<file path="config.mk">
export PLATFORM = sky130hd
export DESIGN_NAME = r4_car_counter
export DESIGN_NICKNAME = d
export VERILOG_FILES = /design/src/rtl/r4_car_counter.sv
export SDC_FILE = /design/constraint.sdc
export NUM_CORES = 1
export LEC_CHECK = 0
export CORE_UTILIZATION = 40
export CTS_CLUSTER_SIZE = 25
export DETAILED_ROUTE_END_ITERATION = 6
export PLACE_DENSITY_LB_ADDON = 0.1
export SETUP_SLACK_MARGIN = 0.15
export SLEW_MARGIN = 20
export SYNTH_ARGS = -nofsm -noshare
export SYNTH_HDL_FRONTEND = slang
export SYNTH_SLANG_ARGS = --single-unit
export TNS_END_PERCENT = 100
</file>
<file path="constraint.sdc">
create_clock -name i_clk -period 1.8 [get_ports i_clk]
set_input_delay 0.36 -clock i_clk [delete_from_list [all_inputs] [get_ports i_clk]]
set_output_delay 0.36 -clock i_clk [all_outputs]
set_load 0.02 [all_outputs]
</file>
<file path="src/rtl/r4_car_counter.sv">
// rtl/r4_car_counter.sv - road-4 queue counter fed by synchronized, debounced loop sensors
// Arrival/departure loops are synchronized, debounced to one pulse per vehicle, then counted.

module r4_car_debounce #(
  parameter int DEBOUNCE_CYCLES = 4
) (
  input  logic i_clk,
  input  logic i_rst,
  input  logic i_sync,
  output logic o_event
);

  typedef enum logic [1:0] {IDLE, DET_ON, OCCUPIED, DET_OFF} state_t;

  localparam logic [3:0] LIMIT = 4'(DEBOUNCE_CYCLES);

  state_t     state_q, state_d;
  logic [3:0] stab_q, stab_d;
  logic       event_q, event_d;
  logic [3:0] stab_inc;

  assign stab_inc = stab_q + 4'd1;
  assign o_event  = event_q;

  always_comb begin
    state_d = state_q;
    stab_d  = stab_q;
    event_d = 1'b0;
    case (state_q)
      IDLE: begin
        if (i_sync) begin
          state_d = DET_ON;
          stab_d  = 4'd1;
        end
      end
      DET_ON: begin
        if (!i_sync) begin
          state_d = IDLE;
          stab_d  = 4'd0;
        end else if (stab_inc == LIMIT) begin
          state_d = OCCUPIED;
          stab_d  = 4'd0;
          event_d = 1'b1;
        end else begin
          stab_d = stab_inc;
        end
      end
      OCCUPIED: begin
        if (!i_sync) begin
          state_d = DET_OFF;
          stab_d  = 4'd1;
        end
      end
      DET_OFF: begin
        // A brief dropout while the vehicle is still on the loop returns here without a new event.
        if (i_sync) begin
          state_d = OCCUPIED;
          stab_d  = 4'd0;
        end else if (stab_inc == LIMIT) begin
          state_d = IDLE;
          stab_d  = 4'd0;
        end else begin
          stab_d = stab_inc;
        end
      end
      default: begin
        state_d = IDLE;
        stab_d  = 4'd0;
      end
    endcase
  end

  always_ff @(posedge i_clk or posedge i_rst) begin
    if (i_rst) begin
      state_q <= IDLE;
      stab_q  <= 4'd0;
      event_q <= 1'b0;
    end else begin
      state_q <= state_d;
      stab_q  <= stab_d;
      event_q <= event_d;
    end
  end

endmodule

module r4_car_counter #(
  parameter int DEBOUNCE_CYCLES = 4,
  parameter int MAX_CNT         = 15
) (
  input  logic       i_clk,
  input  logic       i_rst,
  input  logic       i_arrive_sensor,
  input  logic       i_depart_sensor,
  input  logic       i_r4_green,
  input  logic       i_r4_green_l,
  input  logic       i_clr_err,
  output logic [3:0] o_r4_car_cnt,
  output logic       o_car_waiting,
  output logic       o_overflow,
  output logic       o_underflow
);

  localparam logic [3:0] CNT_MAX = 4'(MAX_CNT);

  logic       arr_meta_q, arr_sync_q;
  logic       dep_meta_q, dep_sync_q;
  logic       arr_event, dep_event, dep_valid;
  logic [3:0] cnt_q, cnt_d;
  logic       ovf_q, ovf_d;
  logic       unf_q, unf_d;

  always_ff @(posedge i_clk or posedge i_rst) begin
    if (i_rst) begin
      arr_meta_q <= 1'b0;
      arr_sync_q <= 1'b0;
      dep_meta_q <= 1'b0;
      dep_sync_q <= 1'b0;
    end else begin
      arr_meta_q <= i_arrive_sensor;
      arr_sync_q <= arr_meta_q;
      dep_meta_q <= i_depart_sensor;
      dep_sync_q <= dep_meta_q;
    end
  end

  r4_car_debounce #(.DEBOUNCE_CYCLES(DEBOUNCE_CYCLES)) u_arr_deb (
    .i_clk  (i_clk),
    .i_rst  (i_rst),
    .i_sync (arr_sync_q),
    .o_event(arr_event)
  );

  r4_car_debounce #(.DEBOUNCE_CYCLES(DEBOUNCE_CYCLES)) u_dep_deb (
    .i_clk  (i_clk),
    .i_rst  (i_rst),
    .i_sync (dep_sync_q),
    .o_event(dep_event)
  );

  // Departures only count while road 4 actually has a green to leave on.
  assign dep_valid = dep_event & (i_r4_green | i_r4_green_l);

  always_comb begin
    cnt_d = cnt_q;
    ovf_d = ovf_q & ~i_clr_err;
    unf_d = unf_q & ~i_clr_err;
    if (arr_event && !dep_valid) begin
      if (cnt_q < CNT_MAX) cnt_d = cnt_q + 4'd1;
      else                 ovf_d = 1'b1;
    end else if (dep_valid && !arr_event) begin
      if (cnt_q != 4'd0) cnt_d = cnt_q - 4'd1;
      else               unf_d = 1'b1;
    end
  end

  always_ff @(posedge i_clk or posedge i_rst) begin
    if (i_rst) begin
      cnt_q <= 4'd0;
      ovf_q <= 1'b0;
      unf_q <= 1'b0;
    end else begin
      cnt_q <= cnt_d;
      ovf_q <= ovf_d;
      unf_q <= unf_d;
    end
  end

  assign o_r4_car_cnt  = cnt_q;
  assign o_car_waiting = (cnt_q != 4'd0);
  assign o_overflow    = ovf_q;
  assign o_underflow   = unf_q;

endmodule

</file>
Word level (Yosys, flattened, before mapping)
Cells that the tools add are included.
Cells by class
  add/subtract/negate cells: 4
  $lt $le $gt $ge: 1
  equal/unequal tests: 17
  muxes and demuxes: 41
  bitwise gates (word level): 5
  reductions and logical operators: 14
Operators with widths (number)
  $mux 4: 14
  $pmux 4 s4: 2
  $mux 2: 12
  $pmux 2 s4: 2
  $add 4x1->4 const B: 3
  $ne 3x2->1 const B: 4
  $mux 1: 11
  $eq 2x2->1 const B: 4
  $eq 4x3->1 const B: 2
  $ne 2x2->1 const B: 4
  $reduce_and 4->1: 2
  $eq 2x1->1 const B: 2
  $logic_not 2->1: 2
  $lt 4x4->1 const B: 1
  $reduce_and 2->1: 2
  $reduce_bool 2->1: 2
  $reduce_bool 4->1: 1
  $sub 4x1->4 const B: 1
  $and 1x1->1: 3
  $reduce_and 3->1: 1
  $logic_and 1x1->1: 2
  $logic_not 1->1: 2
  $ne 2x1->1 const B: 1
  $not 1->1: 1
  $or 1x1->1: 1
Storage, ports and cells
  register bits: 24
  input port bits: 7
  output and inout bits: 7
  logic and storage cells: 95

Depth between registers and ports, before layout
Gate-level depths: netlist of the first run.
  depth after elaboration: 6
  depth in mapped cells: 7
  depth with buffers taken out: 7

Hierarchy
Synthesis of the first run repeated with hierarchy kept, for this count alone.
Second synthesis, totals
  cells, all modules: 126
  area, all modules: 1288.7 um2
Modules (own cells, without submodules)
  r4_car_debounce: instances 2, cells each 44, area an instance 417.9 um2
  r4_car_counter: instances 1, cells each 38, area an instance 452.9 um2

Worst setup path after synthesis of the first run
Ideal clock, no wire load.
  path type: input port to flip-flop
  start point: in i_r4_green_l
  end point: reg cnt_q[3] (netlist: o_r4_car_cnt[3])
  setup time: 80 ps
  arrival: 1641 ps
  data required time: 1720 ps
  setup slack: 79 ps
  cell stages on the path: 7
  cell sequence: o21ai_4 nand2_1 ha_1 a21o_1 a21oi_1 mux2i_1 xor2_1
Between the ends
  longest elaborated chain between the ends: 6
Ends and longest elaborated chain
  start: declaration: RTL line 96  | input logic i_r4_green_l,
  $or 1x1->1 *: RTL line 142  | assign dep_valid = dep_event & (i_r4_green | i_r4_green_l);
  $and 1x1->1 *: RTL line 142
  $logic_not 1->1: RTL line 148  | if (arr_event && !dep_valid) begin
  $logic_and 1x1->1: RTL line 148
  $ne 2x1->1 (no line) / $reduce_bool 2->1 (equally long branches)
  $reduce_and 3->1 (no line)
  end signal: assignment: RTL line 163  | cnt_q <= cnt_d;
  end: declaration: RTL line 109  | logic [3:0] cnt_q, cnt_d;
Every way passes the cells marked *; elsewhere a longest branch is shown, timed or not.
A chain may end at the register's enable or synchronous reset.

Worst setup path after layout of the first run
  start point: reg cnt_q[3] (netlist: o_r4_car_cnt[3])
  end point: out o_car_waiting
Between the ends
  longest elaborated chain between the ends: 1
Ends and longest elaborated chain
  $reduce_bool 4->1: RTL line 170  | assign o_car_waiting = (cnt_q != 4'd0);
  end: declaration: RTL line 99  | output logic o_car_waiting,
Every way passes these cells.

==> flow_summary.toml, run 1 <==
[die]
core-area_sq_mm = 0.002853
start_util = 0.4395
ios = 14
die_area_sq_mm = 0.003362
die_w_um = 57.99
fp.dieH_um = 57.99
row_count = 19

[power]
peakVddDrop_mv = 0.6732
power_density_mw_per_mm2 = 1417
leakagePower_nw = 0.7928

[run_status]
failed_checks = "DRC"
outcome = "complete, but fails checks"

[global_route]
first_global_vias = 999
overflow = 0
grt_antenna_before_repair = 0
track_usage = 0.1741
grt_pass1_wl_um = 4485
grt_max_degree = 25

[clock_tree]
htree_levels = 1
tritoncts = "yes"
cts.clk_slew.worst_paths_ps = 130
clockBufferDepth = 2
cts_sinks = 24
clk_latency_ps = 320
clockRootBuffer = "clkbuf_4"
cts_made_buffers = 3

[synthesis]
synth_compound_area_frac = 0.1587
muxShareOfSynthArea = 0.03792
synth_fp_nets = 129
syn_inst = 115
synthAdderAreaFrac = 0.07585
syn_area_sq_mm = 0.001254
synth_top_family_by_area = "simple AND/OR/NAND/NOR gates"
ys_warn_count = 0
synth_xor_xnor_area_share = 0.04192
yosys_register_bits = 24
ys_types = 41
syn_avg_cell_area_sq_um = 10.90
seq_area_frac_synth = 0.4790
synthSimpleGateAreaFrac = 0.1856

[drt]
drtIter0Drc = 46
drtAntennaViolNets = 0
drc = 3
avgViaCountPerCell = 5.579
drt_pre_antenna_iters = 6
met2WireLength_um = 1176
routedWlPerCell_um = 13.76
top_layer_used = "met4"
wl_met1_um = 1134
vias = 993
wl_met3_um = 124
drt_wl_total_um = 2449

[sta]
fin_crit_ps = 1654
fmax_mhz = 604.4
tightest_slew_ps = 461.7
finalMaxSlewViolations = 0
fin_worst_skew_ps = 5.048
finalCritPeriodShare = 0.9191
final-hold-violation-count = 0
rsz0062_at_grt = "yes"
whs_ps = 360.9
setup_viol = 0
maxSlewHeadroom = 0.6911
fin_ws_ps = 145.6

[placed_design]
post-dp-hpwl_um = 1803
dp_worst_setup_slack_ps = -365.8
globalplace.congestion = 0.7783
numPortBuffers = 13

[min_path]
hold_class = "in2async"

[final_layout]
diodes = 0
drive_gt1_frac = 0.2585
nets = 162
area_growth_pct = 29.94

[worst_setup_path]
required_ps = 1440
critPathLaunchType = "register"
end_kind = "primary output"
critPathMaxStageDelay_ps = 430
critPathSlowestCell = "dfrtp_1"
crit_type = "reg2out"
cp_max_fo = 2
critPathArrivalTime_ps = 1290
path_cells = "nor4_4, inv_1, buf_6"

[job]
maxCapViolations = 0
through the flow:
step | cells | util | cell area, sq um | TNS, ps | total power [mW]
6_report | 178 | 0.5711 | 1629 | 0 | 2.309
5_1_grt | 178 | 0.5711 | 1629 | 0 | 2.501
4_1_cts | 175 | 0.5548 | 1583 | 0 | 2.203
3_5_place_dp | 171 | 0.5325 | 1519 | -929.7 | 1.830
3_3_place_gp | 171 | 0.5325 | 1519 | -769.9 | 1.792
2_1_floorplan | 115 | - | 1260 | 0 | 1.423
where the power goes:
group          switching (mW)  internal (mW)  leakage (nW)
logic                   0.550          0.562         0.454
clock network           0.166          0.225        0.0279
registers               0.136          0.669         0.311
total                   0.853           1.46         0.793
placed cells by master (no fill, tap or decap), types with 2 or more instances in the layout:
| cell | instances |
|---|---|
| a21o_1 | 2 |
| a21oi_1 | 3 |
| a21oi_2 | 3 |
| a22o_1 | 2 |
| and3_1 | 2 |
| and3b_1 | 2 |
| buf_4 | 16 |
| clkbuf_4 | 3 |
| clkdlybuf4s50_1 | 4 |
| dfrtp_1 | 23 |
| dlygate4sd2_1 | 8 |
| ha_1 | 4 |
| inv_1 | 5 |
| mux2_2 | 2 |
| nand2_1 | 8 |
| nand2b_1 | 2 |
| nand3_1 | 5 |
| nand4b_1 | 2 |
| nor2_1 | 6 |
| nor2b_1 | 4 |
| o211ai_1 | 2 |
| o21ai_0 | 5 |
| o22ai_1 | 2 |
| xor2_1 | 5 |
path summary, 6_finish.rpt:
kind,from,end,slack [ps],cells after the start
setup / recovery,o_r4_car_cnt[3],o_car_waiting,150,3
hold / removal,i_rst,o_overflow,360,3
setup reg to reg,o_r4_car_cnt[0],o_r4_car_cnt[2],200,6
hold reg to reg,dep_meta_q,dep_sync_q,370,0
max in group asynchronous,i_rst,u_arr_deb.stab_q[1],1190,3
min in group i_clk,dep_meta_q,dep_sync_q,370,0
routing by layer:
layer / vias to the layer above / GRT usage
met5: - / 0
met4: 0 / 0.03061
met3: 2 / 0.04911
met2: 25 / 0.2923
met1: 483 / 0.2277
li1: 483 / -
worst max-delay path, delay by kind of cell (launching register included):
kind	cells	cell delay, ps
AND/OR/NAND/NOR	1	300
flip-flops	1	430
buffers and inverters	2	240
cell usage after synthesis (all sizes together):
| library cell | n | share of area |
|---|---|---|
| a211oi | 1 | 0.0060 |
| a21o | 2 | 0.012 |
| a21oi | 6 | 0.030 |
| a22o | 2 | 0.014 |
| a31oi | 1 | 0.0050 |
| a32o | 1 | 0.0080 |
| and2 | 1 | 0.0050 |
| and2b | 1 | 0.0060 |
| and3 | 2 | 0.010 |
| and3b | 2 | 0.014 |
| and4 | 1 | 0.0070 |
| buf | 1 | 0.0060 |
| dfrtp | 24 | 0.48 |
| fa | 1 | 0.016 |
| ha | 6 | 0.060 |
| inv | 5 | 0.015 |
| mux2 | 3 | 0.030 |
| mux2i | 1 | 0.0080 |
| nand2 | 10 | 0.032 |
| nand2b | 2 | 0.010 |
| nand3 | 5 | 0.020 |
| nand4 | 1 | 0.0050 |
| nand4b | 2 | 0.014 |
| nor2 | 6 | 0.018 |
| nor2b | 4 | 0.020 |
| nor3b | 1 | 0.0060 |
| nor4 | 1 | 0.010 |
| o211ai | 2 | 0.012 |
| o21ai | 7 | 0.037 |
| o21bai | 1 | 0.0060 |
| o221ai | 1 | 0.0070 |
| o22ai | 3 | 0.015 |
| o32ai | 1 | 0.0070 |
| or3 | 1 | 0.0090 |
| xnor2 | 1 | 0.0070 |
| xor2 | 5 | 0.035 |
kinds of logic after synthesis:
family                   count (synthesis)
AND/OR/NAND/NOR                         40
AO/OA/AOI/OAI                           28
flip-flops                              24
adder cells (fa/ha/maj)                  7
XOR/XNOR                                 6
buffers and inverters                    6
multiplexers                             4
area by class of cell:
type	instances	area (sq um)
Sequential cell	24	601.8
Tap cell	31	38.79
Multi-Input combinational cell	85	675.6
Timing Repair Buffer	29	241.5
Fill cell	255	1224
Inverter	5	18.77
Clock inverter	1	30.03
Clock buffer	3	22.52
what timing repair did:
item                       CTS  global route
hold buffers                 0             0
pin swaps                    5             3
cloned                       0             0
setup endpoints to repair   10             5
resized for setup           16             6
buffers inserted             0             3
(Power assumes the default switching activity.)
==> run 2, diff against run 1 <==
Settings changed: CAP_MARGIN from default to 20.
==> results of run 2 <==
Final layout, timing and power as in run 1 (identical DEF).
==> run 3, diff against run 2 <==
Settings changed: CORE_MARGIN from default to 4.
==> run 3 against run 2 <==
  * Core utilization decreased by 2.4 points
  * Register-to-register slack better by 40 ps
  * Critical path depth stayed put
  * Critical path type unchanged
  * Sequential power shrank 0.5%
  * Clock power barely moved
  * The run now ends clean
  * Largest power group unchanged
==> flow_summary.toml, run 3 (synthesis gave the netlist of run 1 again) <==
[run_status]
outcome = "completed"

[final_layout]
diodes = 0
final_cells = 191
final_cell_mix = "dfrtp_1, buf_4, nand2_1, dlygate4sd2_1, nor2_1"
nets = 162
area_growth_pct = 32.04
postLayoutCoreUtil = 0.5467
stdcell_area_sq_mm = 0.001655
final_common_cell = "dfrtp_1"
n_fill_cell = 273
drive_gt1_frac = 0.2653

[worst_setup_path]
crit_type = "reg2out"
critPathArrivalTime_ps = 1300
end_kind = "primary output"
critPathLaunchType = "register"
cp_max_fo = 2
ff2ff_path_depth = 5
required_ps = 1440

[global_route]
grt_pass1_wl_um = 4305
first_global_vias = 935
grt_antenna_before_repair = 0
track_usage = 0.1331
overflow = 0
grt_max_degree = 25

[drt]
avgViaCountPerCell = 5.026
drtAntennaViolNets = 0
drtIter0Drc = 30
routedWlPerCell_um = 12.47
vias = 960
drt_pre_antenna_iters = 4
drc = 0
drt_wl_total_um = 2381

[power]
power_density_mw_per_mm2 = 1375
finalPower_mw = 2.275
peakVddDrop_mv = 0.6432
leakagePower_nw = 0.7938

[placed_design]
globalplace.congestion = 0.8818
post-dp-hpwl_um = 1731
numPortBuffers = 13
dp.cells = 185
placed_area_sq_mm = 0.001543
dp_worst_setup_slack_ps = -342.8

[die]
row_count = 20
core-area_sq_mm = 0.003028
fp.dieH_um = 63.99
ios = 14
start_util = 0.4140
die_w_um = 63.99
die_area_sq_mm = 0.004094

[sta]
tightest_slew_ps = 508.7
fin_worst_skew_ps = 3.261
fin_ws_ps = 137.9
finalMaxSlewViolations = 0
setup_viol = 0
fmax_mhz = 601.7
fin_crit_ps = 1662
finalCritPeriodShare = 0.9234
rsz0062_at_grt = "yes"
final-hold-violation-count = 0
setup_tns_ps = 0
maxSlewHeadroom = 0.6597
whs_ps = 369.3

[min_path]
min_path_cells = 0
hold_class = "reg2reg"

[job]
maxCapViolations = 0

[clock_tree]
clockRootBuffer = "clkbuf_4"
clk_latency_ps = 310
clockBufferDepth = 2
tritoncts = "yes"
htree_levels = 1
cts_sinks = 24
cts.clk_slew.worst_paths_ps = 140
cts_made_buffers = 3
[run 3: cell counts in the layout (fill, tap and decap cells not counted)]
Identical to the previous run, type by type.
[run 3: worst paths after layout]
kind / from / end / slack [ps]
worst max-delay path: o_r4_car_cnt[2] / o_car_waiting / 140
max in group asynchronous: i_rst / u_arr_deb.stab_q[1] / 1170
min in group asynchronous: i_rst / arr_sync_q / 380
worst min-delay path: arr_meta_q / arr_sync_q / 370
worst max register to register: u_dep_deb.stab_q[0] / register / 240
worst min register to register: arr_meta_q / arr_sync_q / 370
[run 3: cell type report]
type | instances | area [sq um] | area share
inverter | 5 | 18.77 | 0.01134
sequential | 24 | 601.8 | 0.3636
multi-input combinational | 85 | 678.2 | 0.4097
clock buffer | 3 | 22.52 | 0.01361
clock inverter | 1 | 30.03 | 0.01814
timing repair buffer | 29 | 249.0 | 0.1504
tap | 44 | 55.05 | 0.03326
[run 3: repair_timing]
action                                  4_1_cts  5_1_grt
buffers inserted                              0        2
hold buffers                                  0        0
endpoints found under the setup margin        9        7
gates resized for setup                      14       12
pin swaps                                     2        5
[run 3: worst max-delay path, cell delays in order (launching register included)]
cell and delay (ps):
dfrtp_1 430, nor4_4 310, inv_1 110, buf_6 140
[run 3: report_power, final]
part / leakage, nW / switching [mW] / internal [mW] / total [mW]
Clock: 0.0279 / 0.165 / 0.225 / 0.390
Sequential: 0.311 / 0.132 / 0.669 / 0.801
Combinational: 0.455 / 0.539 / 0.546 / 1.08
Total: 0.794 / 0.836 / 1.44 / 2.28
[run 3: routing by layer]
metal  vias to the layer above  wire length (um)  track usage
met5                         -                 0            0
met4                         0                19      0.02965
met3                         2                67      0.03866
met2                        11              1166       0.2206
met1                       469              1128       0.1708
li1                        478                 -            -
